File: src/rtl/clkdiv_pkg.sv
// Shared defaults, channel-index width helper and channel state type for the
// clock-enable divider.
package clkdiv_pkg;

  localparam int NUM_CH_DEF  = 4;
  localparam int CNT_W_DEF   = 32;
  localparam int DEF_DIV_DEF = 1;

  function automatic int ch_idx_w(input int n);
    return (n > 1) ? $clog2(n) : 1;
  endfunction

  localparam int CH_IDX_W = ch_idx_w(NUM_CH_DEF);

  typedef enum logic {
    CH_IDLE = 1'b0,
    CH_RUN  = 1'b1
  } ch_state_e;

endpackage

File: src/rtl/clkdiv_channel.sv
// One divider channel: counter, active/shadow divisor, pending flag and the
// registered tick / square-wave outputs.
module clkdiv_channel
  import clkdiv_pkg::*;
#(
  parameter int CNT_W   = CNT_W_DEF,
  parameter int DEF_DIV = DEF_DIV_DEF
) (
  input  logic             clk,
  input  logic             rst,
  input  logic             en_i,
  input  logic             sync_i,
  input  logic             wr_i,
  input  logic [CNT_W-1:0] wr_div_i,
  output logic             pend_o,
  output logic             tick_o,
  output logic             sq_o
);

  logic [CNT_W-1:0] count_q, count_d;
  logic [CNT_W-1:0] active_q, active_d;
  logic [CNT_W-1:0] shadow_q;
  logic             pend_q, pend_d;
  logic             tick_q, tick_d;
  logic             sq_q, sq_d;
  logic             apply;
  ch_state_e        state;

  assign state = (en_i && (active_q != '0)) ? CH_RUN : CH_IDLE;

  always_comb begin
    count_d  = count_q;
    active_d = active_q;
    pend_d   = pend_q;
    tick_d   = 1'b0;
    sq_d     = sq_q;
    apply    = 1'b0;
    if (sync_i || (state == CH_IDLE)) begin
      count_d = '0;
      sq_d    = 1'b0;
      apply   = pend_q;
    end else if (count_q >= active_q - CNT_W'(1)) begin
      // >= rather than == lets a counter left above a shrunk divisor recover
      count_d = '0;
      tick_d  = 1'b1;
      sq_d    = ~sq_q;
      apply   = pend_q;
    end else begin
      count_d = count_q + CNT_W'(1);
    end
    if (apply) begin
      active_d = shadow_q;
      pend_d   = 1'b0;
    end
    // A write is only accepted while nothing is pending, so it never races an apply
    if (wr_i) pend_d = 1'b1;
  end

  always_ff @(posedge clk or posedge rst) begin
    if (rst) begin
      count_q  <= '0;
      active_q <= CNT_W'(DEF_DIV);
      pend_q   <= 1'b0;
      tick_q   <= 1'b0;
      sq_q     <= 1'b0;
    end else begin
      count_q  <= count_d;
      active_q <= active_d;
      pend_q   <= pend_d;
      tick_q   <= tick_d;
      sq_q     <= sq_d;
    end
  end

  always_ff @(posedge clk) begin
    if (wr_i) shadow_q <= wr_div_i;
  end

  assign pend_o = pend_q;
  assign tick_o = tick_q;
  assign sq_o   = sq_q;

endmodule

File: src/rtl/clk_enable_divider.sv
// Multi-channel programmable clock-enable divider (tick strobe + 50% square wave).
// Define CLKDIV_SYNC_EN to add the global phase-realign input 'sync'.
module clk_enable_divider
  import clkdiv_pkg::*;
#(
  parameter int NUM_CH  = NUM_CH_DEF,
  parameter int CNT_W   = CNT_W_DEF,
  parameter int DEF_DIV = DEF_DIV_DEF
) (
  input  logic                          clk,
  input  logic                          rst,
  input  logic [NUM_CH-1:0]             ch_en,
  input  logic                          cfg_valid,
  output logic                          cfg_ready,
  input  logic [ch_idx_w(NUM_CH)-1:0]   cfg_ch,
  input  logic [CNT_W-1:0]              cfg_div,
  output logic [NUM_CH-1:0]             tick,
  output logic [NUM_CH-1:0]             sq
`ifdef CLKDIV_SYNC_EN
  ,
  input  logic                          sync
`endif
);

  localparam int IDX_W = ch_idx_w(NUM_CH);

  logic [NUM_CH-1:0] pend;
  logic [NUM_CH-1:0] wr;
  logic              sync_w;

`ifdef CLKDIV_SYNC_EN
  assign sync_w = sync;
`else
  assign sync_w = 1'b0;
`endif

  // Out-of-range channels read as ready so the write is consumed and dropped
  always_comb begin
    cfg_ready = 1'b1;
    for (int i = 0; i < NUM_CH; i++) begin
      if (cfg_ch == IDX_W'(i)) cfg_ready = ~pend[i];
    end
  end

  for (genvar g = 0; g < NUM_CH; g++) begin : g_ch
    assign wr[g] = cfg_valid & cfg_ready & (cfg_ch == IDX_W'(g));

    clkdiv_channel #(
      .CNT_W   (CNT_W),
      .DEF_DIV (DEF_DIV)
    ) u_ch (
      .clk      (clk),
      .rst      (rst),
      .en_i     (ch_en[g]),
      .sync_i   (sync_w),
      .wr_i     (wr[g]),
      .wr_div_i (cfg_div),
      .pend_o   (pend[g]),
      .tick_o   (tick[g]),
      .sq_o     (sq[g])
    );
  end

endmodule

File: config.mk
export PLATFORM = sky130hd
export DESIGN_NAME = clk_enable_divider
export DESIGN_NICKNAME = d
export VERILOG_FILES = /design/src/rtl/clkdiv_pkg.sv /design/src/rtl/clkdiv_channel.sv /design/src/rtl/clk_enable_divider.sv
export SDC_FILE = /design/constraint.sdc
export NUM_CORES = 1
export LEC_CHECK = 0
export BUFFER_PORTS_ARGS = -buffer_cell sky130_fd_sc_hd__buf_4
export CAP_MARGIN = 20
export CELL_PAD_IN_SITES_DETAIL_PLACEMENT = 0
export CELL_PAD_IN_SITES_GLOBAL_PLACEMENT = 2
export CORE_UTILIZATION = 36
export CTS_BUF_LIST = sky130_fd_sc_hd__clkbuf_8 sky130_fd_sc_hd__clkbuf_16
export CTS_CLUSTER_DIAMETER = 50
export CTS_CLUSTER_SIZE = 30
export DETAILED_ROUTE_END_ITERATION = 8
export PLACE_DENSITY = 0.65
export SYNTH_ARGS = -nofsm -noshare
export SYNTH_HDL_FRONTEND = slang
export SYNTH_SLANG_ARGS = --single-unit
File: constraint.sdc
create_clock -name clk -period 10 [get_ports clk]
set_input_delay 2 -clock clk [delete_from_list [all_inputs] [get_ports clk]]
set_output_delay 2 -clock clk [all_outputs]
set_load 0.05 [all_outputs]
=== Yosys cells after proc, flatten, opt, wreduce, memory -nomap -nowiden ===
Cells that the tools add are included.

* Input port bits: 41
* Word-level logic and storage cells: 117
* Bits in registers: 396

* Reductions and logical operators: 13
* Add/sub/neg operators: 8
* Bitwise operators: 13
* Multiplexer cells: 48
* Equality and inequality tests: 7
* Order comparisons: 4

{| class="wikitable"
|+ Operator list
! kind !! number
|-
| 32-bit two-way mux || 8
|-
| 32-bit by 1-bit adder with 32-bit output, second input constant || 4
|-
| 32-bit >= comparator || 4
|-
| 32-bit nonzero test || 4
|-
| 32-bit by 1-bit subtractor with 32-bit output, second input constant || 4
|-
| 1-bit two-way mux || 40
|-
| 2-bit != test, second input constant || 4
|-
| 1-bit NOT || 8
|-
| 2-bit nonzero test || 4
|-
| 1-bit bitwise AND || 5
|-
| 2-bit equality test, second input constant || 2
|-
| 1-bit logical AND || 4
|-
| 2-bit by 1-bit equality test with 1-bit output, second input constant || 1
|-
| 2-bit logical NOT || 1
|}

=== Longest topological paths before layout ===
* Word-level depth: 8
* Gate-level depth with buffers: 16
* Gate-level depth less buffers: 14

=== Modules after synthesis ===
From an unflattened synthesis, not the netlist that was laid out.

* Cell total of the unflattened synthesis: 1770
* Area, all modules: 20767.4 um^2

{| class="wikitable"
|+ Modules (own cells, without submodules)
! module !! times used !! cells each !! area each (um^2) !! sequential area each (um^2)
|-
| clkdiv_channel (g_ch[0].u_ch ...) || 3 || 439 || 5168.7 || 2638.8
|-
| clkdiv_channel (g_ch[3].u_ch) || 1 || 445 || 5196.2 || 2638.8
|-
| clk_enable_divider || 1 || 8 || 65.1 || 0.0
|}

=== Least setup slack after synthesis ===
Ideal clock, no wire load.

* Path kind: input to register
* From: input cfg_ch[1]
* To: register g_ch[0].u_ch.shadow_q[0], enable pin
* Path slack: 4.042 ns
* Setup time: 0.515 ns
* Buffers on the path: 0
* Data required time: 9.485 ns
* Arrival: 5.443 ns
* Stages: 1
* Path through: nor4b_1

* Word-level cells in the longest chain between the ends: 7
* Elaborated cells between the ends (all ways): 10

{| class="wikitable"
|+ Ends and longest elaborated chain
! item !! line !! RTL
|-
| start, declared || clk_enable_divider.sv:15 || <nowiki>input logic [ch_idx_w(NUM_CH)-1:0] cfg_ch,</nowiki>
|-
| 2-bit logical NOT || clk_enable_divider.sv:41, clk_enable_divider.sv:46 ||
|-
| 1-bit two-way mux (4 in a row) || clk_enable_divider.sv:41 || <nowiki>if (cfg_ch == IDX_W'(i)) cfg_ready = ~pend[i];</nowiki>
|-
| 1-bit bitwise AND || clk_enable_divider.sv:46 || <nowiki>assign wr[g] = cfg_valid & cfg_ready & (cfg_ch == IDX_W'(g));</nowiki>
|-
| 1-bit bitwise AND * || clk_enable_divider.sv:46 ||
|-
| end signal, assigned || clkdiv_channel.sv:76 || <nowiki>if (wr_i) shadow_q <= wr_div_i;</nowiki>
|-
| end, declared || clkdiv_channel.sv:22 || <nowiki>logic [CNT_W-1:0] shadow_q;</nowiki>
|}

Mark *: on every way between the ends. The rest lies on a longest branch, timed or not.
A chain may end at the register's enable or synchronous reset.

=== Worst setup path after layout ===
* From: register g_ch[3].u_ch.active_q[4]
* To: register g_ch[3].u_ch.active_q[28]

* Word-level cells in the longest chain between the ends: 4
* Elaborated cells between the ends (all ways): 7

{| class="wikitable"
|+ Ends and longest elaborated chain
! item !! line !! RTL
|-
| start, declared || clkdiv_channel.sv:21 || <nowiki>logic [CNT_W-1:0] active_q, active_d;</nowiki>
|-
| start signal, assigned || clkdiv_channel.sv:62 || <nowiki>active_q <= CNT_W'(DEF_DIV);</nowiki>
|-
| start signal, assigned || clkdiv_channel.sv:68 || <nowiki>active_q <= active_d;</nowiki>
|-
| 32-bit by 1-bit subtractor with 32-bit output or 32-bit nonzero test (tied branches) || clkdiv_channel.sv:42, clkdiv_channel.sv:29 ||
|-
| 32-bit >= comparator or 1-bit logical AND (tied branches) || clkdiv_channel.sv:42, clkdiv_channel.sv:29 ||
|-
| 1-bit two-way mux, on equally long branches || clkdiv_channel.sv:42, clkdiv_channel.sv:29 ||
|-
| 1-bit two-way mux * || clkdiv_channel.sv:38 || <nowiki>if (sync_i || (state == CH_IDLE)) begin</nowiki>
|}

Marked as above.

==> metrics <==
outcome finished clean; ANT nets after route 0; Leak between 9 and 10 nW; net switching power 1.429 mW; wl on met1 22800 um; Startpoint Class flip-flop; Die Wd approximately 240 um; Cell Int Power between 3 and 4 mW; skew final about 0.031 ns; row cnt 86; hold_sp g_ch[3].u_ch.shadow_q[27]; Inserted Clock Buffers 48; Area growth syn-to-layout 15.52%; Reg2Reg Launch Point g_ch[3].u_ch.active_q[4]; full die area 57300 sq um; YS warnings 0; Met3 Wirelength around 2200 um; Hold WS between 0.4 and 0.5 ns; Slew HR a little over a third; Via density just over 5; grt ovf 0; via count 13146; DRT iter0 DRCs approximately 680; Final nets around 2000; Cell variety after synth 62; post-DP HPWL roughly 35000 um; number of global-route vias before repair between 10000 and 15000; Final period util roughly half; Post-route DRC 0; CP max stage cell a311oi_1; uppermost layer routed met5; switch share a little under a third; crit path kind reg2reg; TritonRoute pass-1 iters 5; CP Capture Type flip-flop; crit-path most repeated cell nor4_1; Post-synth top flop dfrtp_1; Max-cap violations 0; mean post-synth cell area 11.61 sq um; Final Setup Violations 0; initial core utilization a little over a third; share of power burned in registers between 40% and 50%; CP required about 10 ns; Power Density just over 200 nW/um^2; Post-Syn Area 20290 sq um; peak supply drop between 0.1 and 0.15 mV; wire length on met2 23140 um; IO buf count 49; clock share of power 41.1%; Clock Latency Late Sink between 0.6 and 0.7 ns; layout cells sized above 1 between 10% and 20%; wire length per cell ~19 um; Core Area 55420 sq um; Routed WL between 40000 and 50000 um; Hold Path Class reg2reg; Post-synth EDFFs between 100 and 150; gpl congestion around 0.77; Die Ht 239.4 um; pin count of the biggest net entering global routing 154; Mapped Cells 1747; Synth Register Bits 396; TritonCTS clock tree yes; RSZ-0062 raised after global routing no; initial antenna violation count 3; CTS max path bufs 3; Buf/Inv on CP 1; combinational fraction of design power approximately 15%; Critical Path AT 5.66 ns; Final Hold Violating Endpoints 0; root buffer cell clkbuf_16; worst-margin pin slew between 0.9 and 1 ns; Worst-path clk slew 0.09 ns; post-cts resize count 0; Post-synth ARST share slightly below 70%; FMAX ~190 MHz; Top delay family on crit path simple AND/OR/NAND/NOR gates; sequential area share after synthesis ~52%; Mapped Nets a little under 2000; Num Clock Sinks 396; first-pass GRT wire length roughly 78000 um; boundary pin count 50; total power 4.714 mW; Worst Setup SP g_ch[3].u_ch.active_q[4]; setup bufs post-CTS 0; post-route minimum period 5.172 ns; worst-path maximum fanout 32; H-tree depth 2; Slew Viols, Final 0; slowest cell delay on critical path between 0.6 and 0.7 ns; Hold Buf Count CTS 0; crit path cell chain nor4_1 -> nand3_1 -> or4_1 -> nor4_1 -> xnor2_1 -> ha_1 -> nand2_1 -> nor4_1 -> or4b_2 -> a311oi_1 -> o31ai_4 -> buf_4 -> mux2_2; setup TNS 0 ns; GRT Util Overall approximately 18%
[power groups by stage]
stage          Sequential, mW  Combinational [mW]  Clock [mW]
3_3_place_gp             2.09               0.707           0
2_1_floorplan            2.02               0.551           0
4_1_cts                  2.07               0.731        1.99
3_5_place_dp             2.10               0.726           0
5_1_grt                  2.09               0.812        2.06
6_report                 2.06               0.714        1.94
[flip-flops by register name, indices dropped and copies added, names as in the netlist]
register            cells
g_ch.u_ch.active_q    128
g_ch.u_ch.count_q     128
g_ch.u_ch.pend_o        4
g_ch.u_ch.shadow_q    128
g_ch.u_ch.sq_o          4
g_ch.u_ch.tick_o        4
[cell families (layout without fill, tap and decap cells)]
kind of cell | Yosys count | count (layout) | synth area share [%]
AO/OA/AOI/OAI | 121 | 121 | 3.984
XOR/XNOR | 237 | 237 | 10.23
adder cells (fa/ha/maj) | 140 | 140 | 8.635
buffers and inverters | 71 | 185 | 1.616
flip-flops | 396 | 396 | 52.03
multiplexers | 129 | 129 | 7.772
other | 0 | 3 | 0
AND/OR/NAND/NOR | 653 | 653 | 15.73
[worst paths after layout]
check                                             to  cells after the start  slack (ns)
min in group asynchronous  g_ch[0].u_ch.active_q[21]                      2        1.58
setup reg to reg           g_ch[3].u_ch.active_q[28]                     13        4.83
hold reg to reg            g_ch[3].u_ch.active_q[27]                      1        0.47
max in group asynchronous    g_ch[3].u_ch.count_q[5]                      3        7.03
hold / removal             g_ch[3].u_ch.active_q[27]                      1        0.47
setup / recovery           g_ch[3].u_ch.active_q[28]                     13        4.83
[through the flow]
step	instance area [sq um]	utilization [%]	setup slack [ns]	std cells
floorplan	20290	-	0.6247	1747
global placement	21570	38.93	4.556	2517
detailed placement	21600	38.97	4.473	2518
CTS	23400	42.22	4.445	2608
global route	23430	42.27	4.314	2609
finish	23430	42.29	4.828	2612
[cells in the mapped netlist (5+ instances only)]
library cell  number  area share [%]
a21o_1             7            0.26
a21oi_1           54             1.3
and2_1             7            0.22
and3_1            22            0.68
and4_1             8            0.35
buf_2              7            0.17
buf_4              8            0.30
clkbuf_1          23            0.43
dfrtp_1          264              33
edfxtp_1         128              19
ha_1             140             8.6
inv_1             29            0.54
mux2_2            98             5.4
mux2_4            30             2.2
nand2_1          109             2.0
nand2b_1          10            0.31
nand3_1           62             1.5
nand3b_1           5            0.19
nand4_1           45             1.4
nor2_1           225             4.2
nor2b_1            6            0.19
nor3_1            54             1.3
nor4_1            38             1.2
o21a_1             6            0.22
o21ai_0           17            0.42
or3_1             27            0.83
or4_1             20            0.74
xnor2_1          140             6.0
xor2_1            97             4.2
[final cells by class]
class / count / area [sq um]
antenna: 3 / 7.507
clock buffer: 50 / 1240
clock inverter: 40 / 560.5
fill: 5276 / 31980
inverter: 29 / 116.4
multi-input combinational: 1280 / 9470
sequential: 396 / 10560
tap: 748 / 935.9
timing repair buffer: 66 / 548.0
[layout by cell type, fill, tap and decap left out, types with 5 or more instances in the layout]
master / Yosys / routed
xnor2_1: 140 / 140
ha_1: 140 / 140
edfxtp_1: 128 / 128
nand3_1: 62 / 62
clkinv_8: 0 / 5
inv_12: 0 / 5
inv_8: 0 / 6
a21o_1: 7 / 7
and2_1: 7 / 7
inv_1: 29 / 31
xor2_1: 97 / 97
buf_4: 8 / 63
nand3b_1: 5 / 5
or4_1: 20 / 20
a21oi_1: 54 / 54
clkbuf_16: 0 / 49
mux2_2: 98 / 98
nor4_1: 38 / 38
and4_1: 8 / 8
nor2b_1: 6 / 6
o21a_1: 6 / 6
nor2_1: 225 / 225
mux2_4: 30 / 30
or3_1: 27 / 27
o21ai_0: 17 / 17
dfrtp_1: 264 / 264
inv_6: 0 / 7
nand2b_1: 10 / 10
nand4_1: 45 / 45
nor3_1: 54 / 53
nand2_1: 109 / 109
and3_1: 22 / 22
[layer usage]
layer,GRT usage (%),vias to the layer above
met5,0,-
met4,4.681,4
met3,3.469,65
met2,29.65,170
met1,23.79,6481
li1,-,6426
Note: power is estimated with default switching activity, not from simulation.
